## src/rtl/riscv_pkg.sv

```systemverilog
// Shared fetch-side definitions for the single-issue RISC-V core.
package riscv_pkg;

   localparam int          XLEN        = 32;
   localparam logic [31:0] RESET_PC    = 32'h0000_0000;
   localparam int          INSTR_BYTES = 4;

   // IDLE: may request, WAIT: response owed to decode,
   // HOLD: instruction presented, KILL: response owed but stale
   typedef enum logic [1:0] {
      IDLE = 2'd0,
      WAIT = 2'd1,
      HOLD = 2'd2,
      KILL = 2'd3
   } fetch_state_t;

endpackage

```

## src/rtl/fetch_ctrl_pc_next.sv

```systemverilog
// Next-PC arithmetic: sequential increment and PC-relative redirect target.
module pc_next #(
   parameter int XLEN = riscv_pkg::XLEN
) (
   input  logic [XLEN-1:0] pc,
   input  logic [XLEN-1:0] base,
   input  logic [XLEN-1:0] imm,
   output logic [XLEN-1:0] pc_plus4,
   output logic [XLEN-1:0] target,
   output logic            misalign
);
   import riscv_pkg::*;

   logic [XLEN-1:0] sum;

   // Target wraps modulo 2^XLEN; low bits are dropped to keep fetch word aligned
   assign sum      = base + imm;
   assign pc_plus4 = pc + XLEN'(INSTR_BYTES);
   assign target   = {sum[XLEN-1:2], 2'b00};
   assign misalign = |sum[1:0];

endmodule

```

## src/rtl/fetch_ctrl.sv

```systemverilog
// Fetch sequencer: one outstanding imem request, one instruction held for decode.
module fetch_ctrl #(
   parameter int             XLEN     = riscv_pkg::XLEN,
   parameter logic [XLEN-1:0] RESET_PC = riscv_pkg::RESET_PC
) (
   input  logic            clk,
   input  logic            rst_n,
   input  logic            halt,
   input  logic            redir_valid,
   input  logic [XLEN-1:0] redir_base,
   input  logic [XLEN-1:0] redir_imm,
   output logic            imem_req_valid,
   input  logic            imem_req_ready,
   output logic [XLEN-1:0] imem_req_addr,
   input  logic            imem_rsp_valid,
   input  logic [31:0]     imem_rsp_data,
   output logic            if_valid,
   input  logic            if_ready,
   output logic [XLEN-1:0] if_pc,
   output logic [31:0]     if_instr,
   output logic            misalign_err
);
   import riscv_pkg::*;

   fetch_state_t    state, state_nxt;
   logic [XLEN-1:0] pc_q;
   logic [XLEN-1:0] pc_plus4;
   logic [XLEN-1:0] target;
   logic            misalign;
   logic            take_rsp;

   pc_next #(.XLEN(XLEN)) u_pc_next (
      .pc       (pc_q),
      .base     (redir_base),
      .imm      (redir_imm),
      .pc_plus4 (pc_plus4),
      .target   (target),
      .misalign (misalign)
   );

   // The request address is always the architectural PC; it only moves on
   // a delivered response or a redirect, so it is stable while stalled.
   assign imem_req_addr = pc_q;

   // State register
   always_ff @(posedge clk or negedge rst_n) begin
      if (!rst_n) state <= IDLE;
      else        state <= state_nxt;
   end

   // Next state and handshake outputs; redirect outranks every other event
   always_comb begin
      state_nxt      = state;
      imem_req_valid = 1'b0;
      if_valid       = 1'b0;
      take_rsp       = 1'b0;
      case (state)
         IDLE: begin
            imem_req_valid = !halt && !redir_valid;
            if (!redir_valid && imem_req_valid && imem_req_ready)
               state_nxt = WAIT;
         end
         WAIT: begin
            if (redir_valid) begin
               // a response arriving with the redirect is already stale
               state_nxt = imem_rsp_valid ? IDLE : KILL;
            end else if (imem_rsp_valid) begin
               take_rsp  = 1'b1;
               state_nxt = HOLD;
            end
         end
         HOLD: begin
            if_valid = 1'b1;
            // a redirect drops the instruction even if decode grabs it
            if (redir_valid || if_ready)
               state_nxt = IDLE;
         end
         KILL: begin
            if (!redir_valid && imem_rsp_valid)
               state_nxt = IDLE;
         end
         default: state_nxt = IDLE;
      endcase
   end

   // PC, presented instruction and misalign pulse
   always_ff @(posedge clk or negedge rst_n) begin
      if (!rst_n) begin
         pc_q         <= RESET_PC;
         if_pc        <= '0;
         if_instr     <= '0;
         misalign_err <= 1'b0;
      end else begin
         misalign_err <= redir_valid && misalign;
         if (redir_valid) begin
            pc_q <= target;
         end else if (take_rsp) begin
            if_pc    <= pc_q;
            if_instr <= imem_rsp_data;
            pc_q     <= pc_plus4;
         end
      end
   end

endmodule

```

## config.mk

```make
export PLATFORM = sky130hd
export DESIGN_NAME = fetch_ctrl
export DESIGN_NICKNAME = d
export VERILOG_FILES = /design/src/rtl/riscv_pkg.sv /design/src/rtl/fetch_ctrl_pc_next.sv /design/src/rtl/fetch_ctrl.sv
export SDC_FILE = /design/constraint.sdc
export NUM_CORES = 1
export LEC_CHECK = 0
export CAP_MARGIN = 25
export CORE_UTILIZATION = 25
export DETAILED_ROUTE_END_ITERATION = 10
export HOLD_SLACK_MARGIN = 0.08
export PLACE_DENSITY = 0.54
export SYNTH_ARGS = -nofsm -noshare
export SYNTH_HDL_FRONTEND = slang
export SYNTH_SLANG_ARGS = --single-unit
```

## constraint.sdc

```tcl
create_clock -name clk -period 2.4 [get_ports clk]
set_clock_uncertainty 0.2 [all_clocks]
set_input_delay 0.48 -clock clk [delete_from_list [all_inputs] [get_ports clk]]
set_output_delay 0.48 -clock clk [all_outputs]
set_load 0.01 [all_outputs]
```

Word level (Yosys, flattened, before mapping)
Cells that the tools add are included.

$add $sub $neg: 2. Multiply operators: 0. Div/mod/pow operators: 0. $lt $le $gt $ge: 0. Equal/unequal tests: 7. Shift-type cells: 0. Multiplexer cells: 14. Bitwise operators: 1. Reduce and logical (&&, ||, !) cells: 13.

Operators by type and width (count): 32-bit two-way mux (2); 32-bit by 3-bit adder with 32-bit output, second input constant (1); 32-bit adder (1); 2-bit two-way mux (6); 2-bit case mux with 4 select lines (1); 2-bit != test, second input constant (3); 1-bit logical AND (5); 1-bit two-way mux (5); 2-bit == test, second input constant (2); 4-bit AND reduction (1); 3-bit != test, second input constant (1); 2-bit by 1-bit == test with 1-bit output, second input constant (1); 1-bit zero test (2); 2-bit zero test (1); 2-bit AND reduction (1); 2-bit nonzero test (1); 2-bit OR reduction (1); 1-bit logical OR (1); 1-bit NOT (1).

Bits in registers: 99. Bits in latches: 0. RAM bits: 0. ROM bits: 0. Input bits: 103. Output and inout bits: 99. Logic and storage cells: 42. Memories kept: 0.

Depth between registers and ports, before layout
Depth in word-level cells: 6. Depth in mapped cells: 10.

Hierarchy
From an unflattened synthesis, not the netlist that was laid out.

Cells, all modules: 603. Area total of the unflattened synthesis: 6273.5 µm².

By module, submodules not included: fetch_ctrl (instances 1, cells each 259, area an instance 3945.0 µm²); pc_next (instances 1, cells each 344, area an instance 2328.5 µm²).

Worst setup path before layout
No wires, ideal clock.

Path kind: input to register. From: input port redir_base[0]. To: register pc_q[16] (netlist: imem_req_addr[16]). Library setup time: 0.137 ns. Arrival: 2.561 ns. Required time: 2.063 ns. Slack: -0.498 ns. Stages on the path: 10. Buffers on the path: 0. Cell sequence: ha_1 -> fa_1 -> a21oi_1 -> o21ai_0 -> a211oi_1 -> o21ai_1 -> a221o_1 -> a21oi_1 -> xor2_1 -> a21oi_1.

Word-level cells in the longest chain between the ends: 2.

RTL lines: start: declaration (line fetch_ctrl.sv:10) `input logic [XLEN-1:0] redir_base,`; 32-bit adder (line fetch_ctrl_pc_next.sv:17) `assign sum = base + imm;`; 32-bit two-way mux (line fetch_ctrl.sv:95) `if (redir_valid) begin`; end signal: assignment (line fetch_ctrl.sv:96) `pc_q <= target;`; end signal: assignment (line fetch_ctrl.sv:100) `pc_q <= pc_plus4;`; end: declaration (line fetch_ctrl.sv:26) `logic [XLEN-1:0] pc_q;`.

Every way passes these cells. A chain may end at the register's enable or synchronous reset.

Worst setup path in the final report
From: input port redir_imm[0]. To: register pc_q[16] (netlist: imem_req_addr[16]).

Word-level cells in the longest chain between the ends: 2.

RTL lines: start: declaration (line fetch_ctrl.sv:11) `input logic [XLEN-1:0] redir_imm,`; 32-bit adder (line fetch_ctrl_pc_next.sv:17); 32-bit two-way mux (line fetch_ctrl.sv:95).

Every way passes these cells.

==> impl_results.md <==
- Most used DFF post-synth: dfrtp_1
- Antenna fix cells: 0
- Syn Std Cell Area: 5750 um^2
- Worst Max-Slew Pin Slew: 0.643 ns
- Initial Util: 25.5%
- Crit path buf inv count: 1
- RSZ-0062 raised after global routing: true
- YS warnings: 0
- Largest net degree at the start of global routing: 96
- Worst Hold End: misalign_err$_DFF_PN0_
- Comb pwr share: 47.0%
- Max stage delay on crit path: 0.36 ns
- Post-synth ARST share: 100%
- CTS root buf: clkbuf_16
- Chip width: 154 um
- Critical Path Stages: 11
- Core area: 22,600 um^2
- PortBufs: 197
- Number of synthesized flops with an enable pin: 0
- DRT iter0 DRCs: 185
- Share of layout cells above drive strength 1: 36.2%
- Worst Setup End Kind: flip-flop
- Row cnt: 55
- Worst EP required: 2.39 ns
- Min-Delay Path Depth: 3
- Post-DP Area: 9120 um^2
- Worst ir drop on vdd: 311 uV
- CP max stage cell: fa_2
- Final GP Congestion: 0.797
- Worst skew pair latency: 0.34 ns
- Initial antenna violation count: 0
- Crit-path cells: buf_6 -> ha_4 -> fa_2 -> a21oi_4 -> o21ai_2 -> a211oi_4 -> o21ai_2 -> a221o_1 -> a21oi_2 -> xor2_1 -> a21oi_1
- Switching power total: 2.38 mW
- Post-Syn Instances: 574
- Worst-path fanout max: 3
- Synth cell types: 53
- Worst setup SP type: input pin
- Top sig layer: met4
- CTS Buf Count: 9
- Max-slew violation count: 0
- Clock power share: 20.0%
- PD cells: 763 nW/um^2
- Met1 WL: 8.32 mm
- Met2 WL post-DR: 8.34 mm
- Wirelength, routed: 17.6 mm
- Max_cap viols: 0
- Fin crit share: 105%
- Die area: 23,600 um^2
- First-pass GRT wire length: 28.2 mm
- Hold Startpoint: redir_base[0]
- Number of synthesized register bits: 95
- Reg-to-Reg End: imem_req_addr[29]$_DFFE_PN0N_
- Vias in the first global route: 5,487
- CTS tree: done
- Pwr Total: 7.71 mW
- Clk buf depth: 2
- WS Path Type: in -> reg
- P_int: 5.33 mW
- Worst path top cell family by delay: compound AO/OA/AOI/OAI gates
- Area delta synth->final: 75.9%
- Setup Viol. Count Final: 14
- Endpoints failing hold: 0
- Reg clk slew, reported paths: 0.07 ns
- Sequential fraction of the synthesis area: 41.4%
- Vias/cell: 4.51
- GR Overflow Total: 0
- Place WS: -1.11 ns
- Reg-to-reg slack, setup: 0.15 ns
- DR pass1 iterations: 8
- Clk sinks: 95
- IO Count: 202
- Via count: 5,426
- CP dominant cell by count: o21ai_2
- Sw frac: 30.9%
- CP Data Arrival Time: 2.51 ns
- Hold WC Path Type: in -> reg
- Leak pwr: 4.24 nW
- DR DRC count: 0
- FF-to-FF Start: imem_req_addr[4]$_DFFE_PN0N_
- Final critical-path setup slack: -0.121 ns
- Syn avg cell area: 10.0 um^2
- Final #Nets: 1,050
- Violated checks: setup timing
- Met3 WL: 754 um
- Overall routing resource usage: 15.0%
- Post-route ant nets: 0
- Routed len/inst: 14.7 um
- Worst reg2reg path depth: 10
- Die H: 154 um
- Design Area, Final: 10,100 um^2
- Max_slew headroom: 57.1%
- Sequential share of power: 33.0%
- Tmin final: 2.52 ns
- Number of H-tree levels: 3
- Final HPWL DP: 13.3 mm
- Status: finished with violations
- F_max: 397 MHz
-- kinds of logic (layout without fill, tap and decap cells) --
group	count (synthesis)	in the layout	synth area share, %
AOI/OAI and AO/OA	120	120	13.3
xor gates and xnor gates	59	59	8.99
adders and majority gates	33	33	7.32
buffers and inverters	33	374	2.46
DFF	95	95	41.4
muxes	66	66	12.8
other	1	4	0.0653
and+or+nand+nor	167	167	13.7
-- cell type report --
class	instances	area [um^2]
Fill cell	2128	12500
Sequential cell	95	2380
Tap cell	285	357
Multi-Input combinational cell	449	3880
Clock inverter	5	82.6
Inverter	7	26.3
Timing Repair Buffer	352	3150
Clock buffer	10	239
-- worst max-delay path by stage --
stage          slack [ns]                            end          from
4_1_cts             -0.15  imem_req_addr[26]$_DFFE_PN0N_  redir_imm[0]
5_1_grt             -0.24  imem_req_addr[16]$_DFFE_PN0N_  redir_imm[0]
3_3_place_gp        -1.08  imem_req_addr[29]$_DFFE_PN0N_  redir_imm[1]
6_report            -0.12  imem_req_addr[16]$_DFFE_PN0N_  redir_imm[0]
3_5_place_dp        -1.11  imem_req_addr[29]$_DFFE_PN0N_  redir_imm[1]
2_1_floorplan       -0.24  imem_req_addr[31]$_DFFE_PN0N_  redir_imm[2]
-- worst min-delay path, delay by kind of cell --
kind	cells	cell delay, ns
AOI/OAI and AO/OA	1	0.11
buffers and inverters	1	0.07
adders and majority gates	1	0.11
-- flip-flops by register name, indices dropped and copies added (netlist names) --
signal and count:
if_pc 30, imem_req_addr 30, misalign_err 1, if_instr 32, state 2
-- synth_stat cells, drive strengths merged, types with 2 or more instances --
library cell	number	area share, %
nor2	46	3.0
and2	3	0.33
o21a	6	0.78
buf	8	0.83
xor2	29	4.4
ha	32	7.0
o31ai	2	0.26
nor2b	6	0.65
clkbuf	18	1.2
o211ai	2	0.26
nand4	13	1.4
and3	11	1.2
o41ai	2	0.30
mux2	62	12
and4	3	0.46
a41oi	2	0.30
nor3	7	0.61
xnor2	30	4.6
a211oi	6	0.87
nand3	14	1.2
a31oi	4	0.54
o21bai	5	0.65
nor4	4	0.44
a21o	6	0.78
a21oi	45	3.9
nand2	54	3.5
or2	2	0.22
o21ai	30	2.7
inv	7	0.46
dfrtp	95	41
mux2i	4	0.70
-- cell usage in the layout (no fill, tap or decap), types with 4 or more instances in the layout --
| cell | n |
|---|---|
| clkdlybuf4s50_1 | 149 |
| buf_2 | 5 |
| o21ai_2 | 6 |
| a21oi_1 | 33 |
| dfrtp_1 | 95 |
| dlygate4sd2_1 | 23 |
| a21oi_2 | 7 |
| o21a_1 | 6 |
| and3_4 | 4 |
| nor2b_1 | 5 |
| clkbuf_16 | 9 |
| o21ai_1 | 8 |
| conb_1 | 4 |
| xor2_1 | 27 |
| nand4_1 | 13 |
| a21oi_4 | 5 |
| a211oi_2 | 4 |
| mux2i_1 | 4 |
| buf_4 | 144 |
| a21o_1 | 6 |
| nor2_1 | 44 |
| ha_1 | 8 |
| buf_6 | 19 |
| nor3_1 | 7 |
| inv_1 | 7 |
| nand3_1 | 14 |
| ha_4 | 24 |
| nand2_1 | 51 |
| xnor2_1 | 28 |
| o21bai_1 | 4 |
| and3_1 | 7 |
| o21ai_0 | 15 |
| mux2_2 | 61 |
-- power by group through the flow --
stage	Clock, mW	Sequential [mW]	Combinational [mW]
after global placement	0	2.56	3.43
after detailed placement	0	2.59	3.44
after CTS	1.60	2.56	3.60
after global routing	1.66	2.63	3.88
after floorplan	0	2.87	1.08
final	1.54	2.55	3.62
-- per-layer routing --
metal | global-route usage [%] | vias to the layer above
li1 | - | 2720
met1 | 20.0 | 2536
met2 | 24.9 | 153
met3 | 2.17 | 17
met4 | 4.81 | 0
met5 | 0 | -
-- per-stage QoR --
| stage | setup TNS, ns | hold WS, ns | std cells | util, % |
|---|---|---|---|---|
| 6_report | -0.963 | 0.264 | 1203 | 44.8 |
| 4_1_cts | -1.11 | 0.253 | 1199 | 44.2 |
| 2_1_floorplan | -1.72 | -0.0156 | 577 | - |
| 3_5_place_dp | -27.92 | 0.294 | 1167 | 40.4 |
| 3_3_place_gp | -28.92 | 0.287 | 1167 | 40.4 |
| 5_1_grt | -2.50 | 0.267 | 1203 | 44.8 |
-- what timing repair did --
action	in CTS	in global routing
setup endpoints to repair	24	20
resized for setup	161	38
hold endpoints to repair	95	0
pin swaps	56	30
hold buffers	1	0
setup buffers	17	4
No activity file was read; power rests on OpenSTA's default activity.
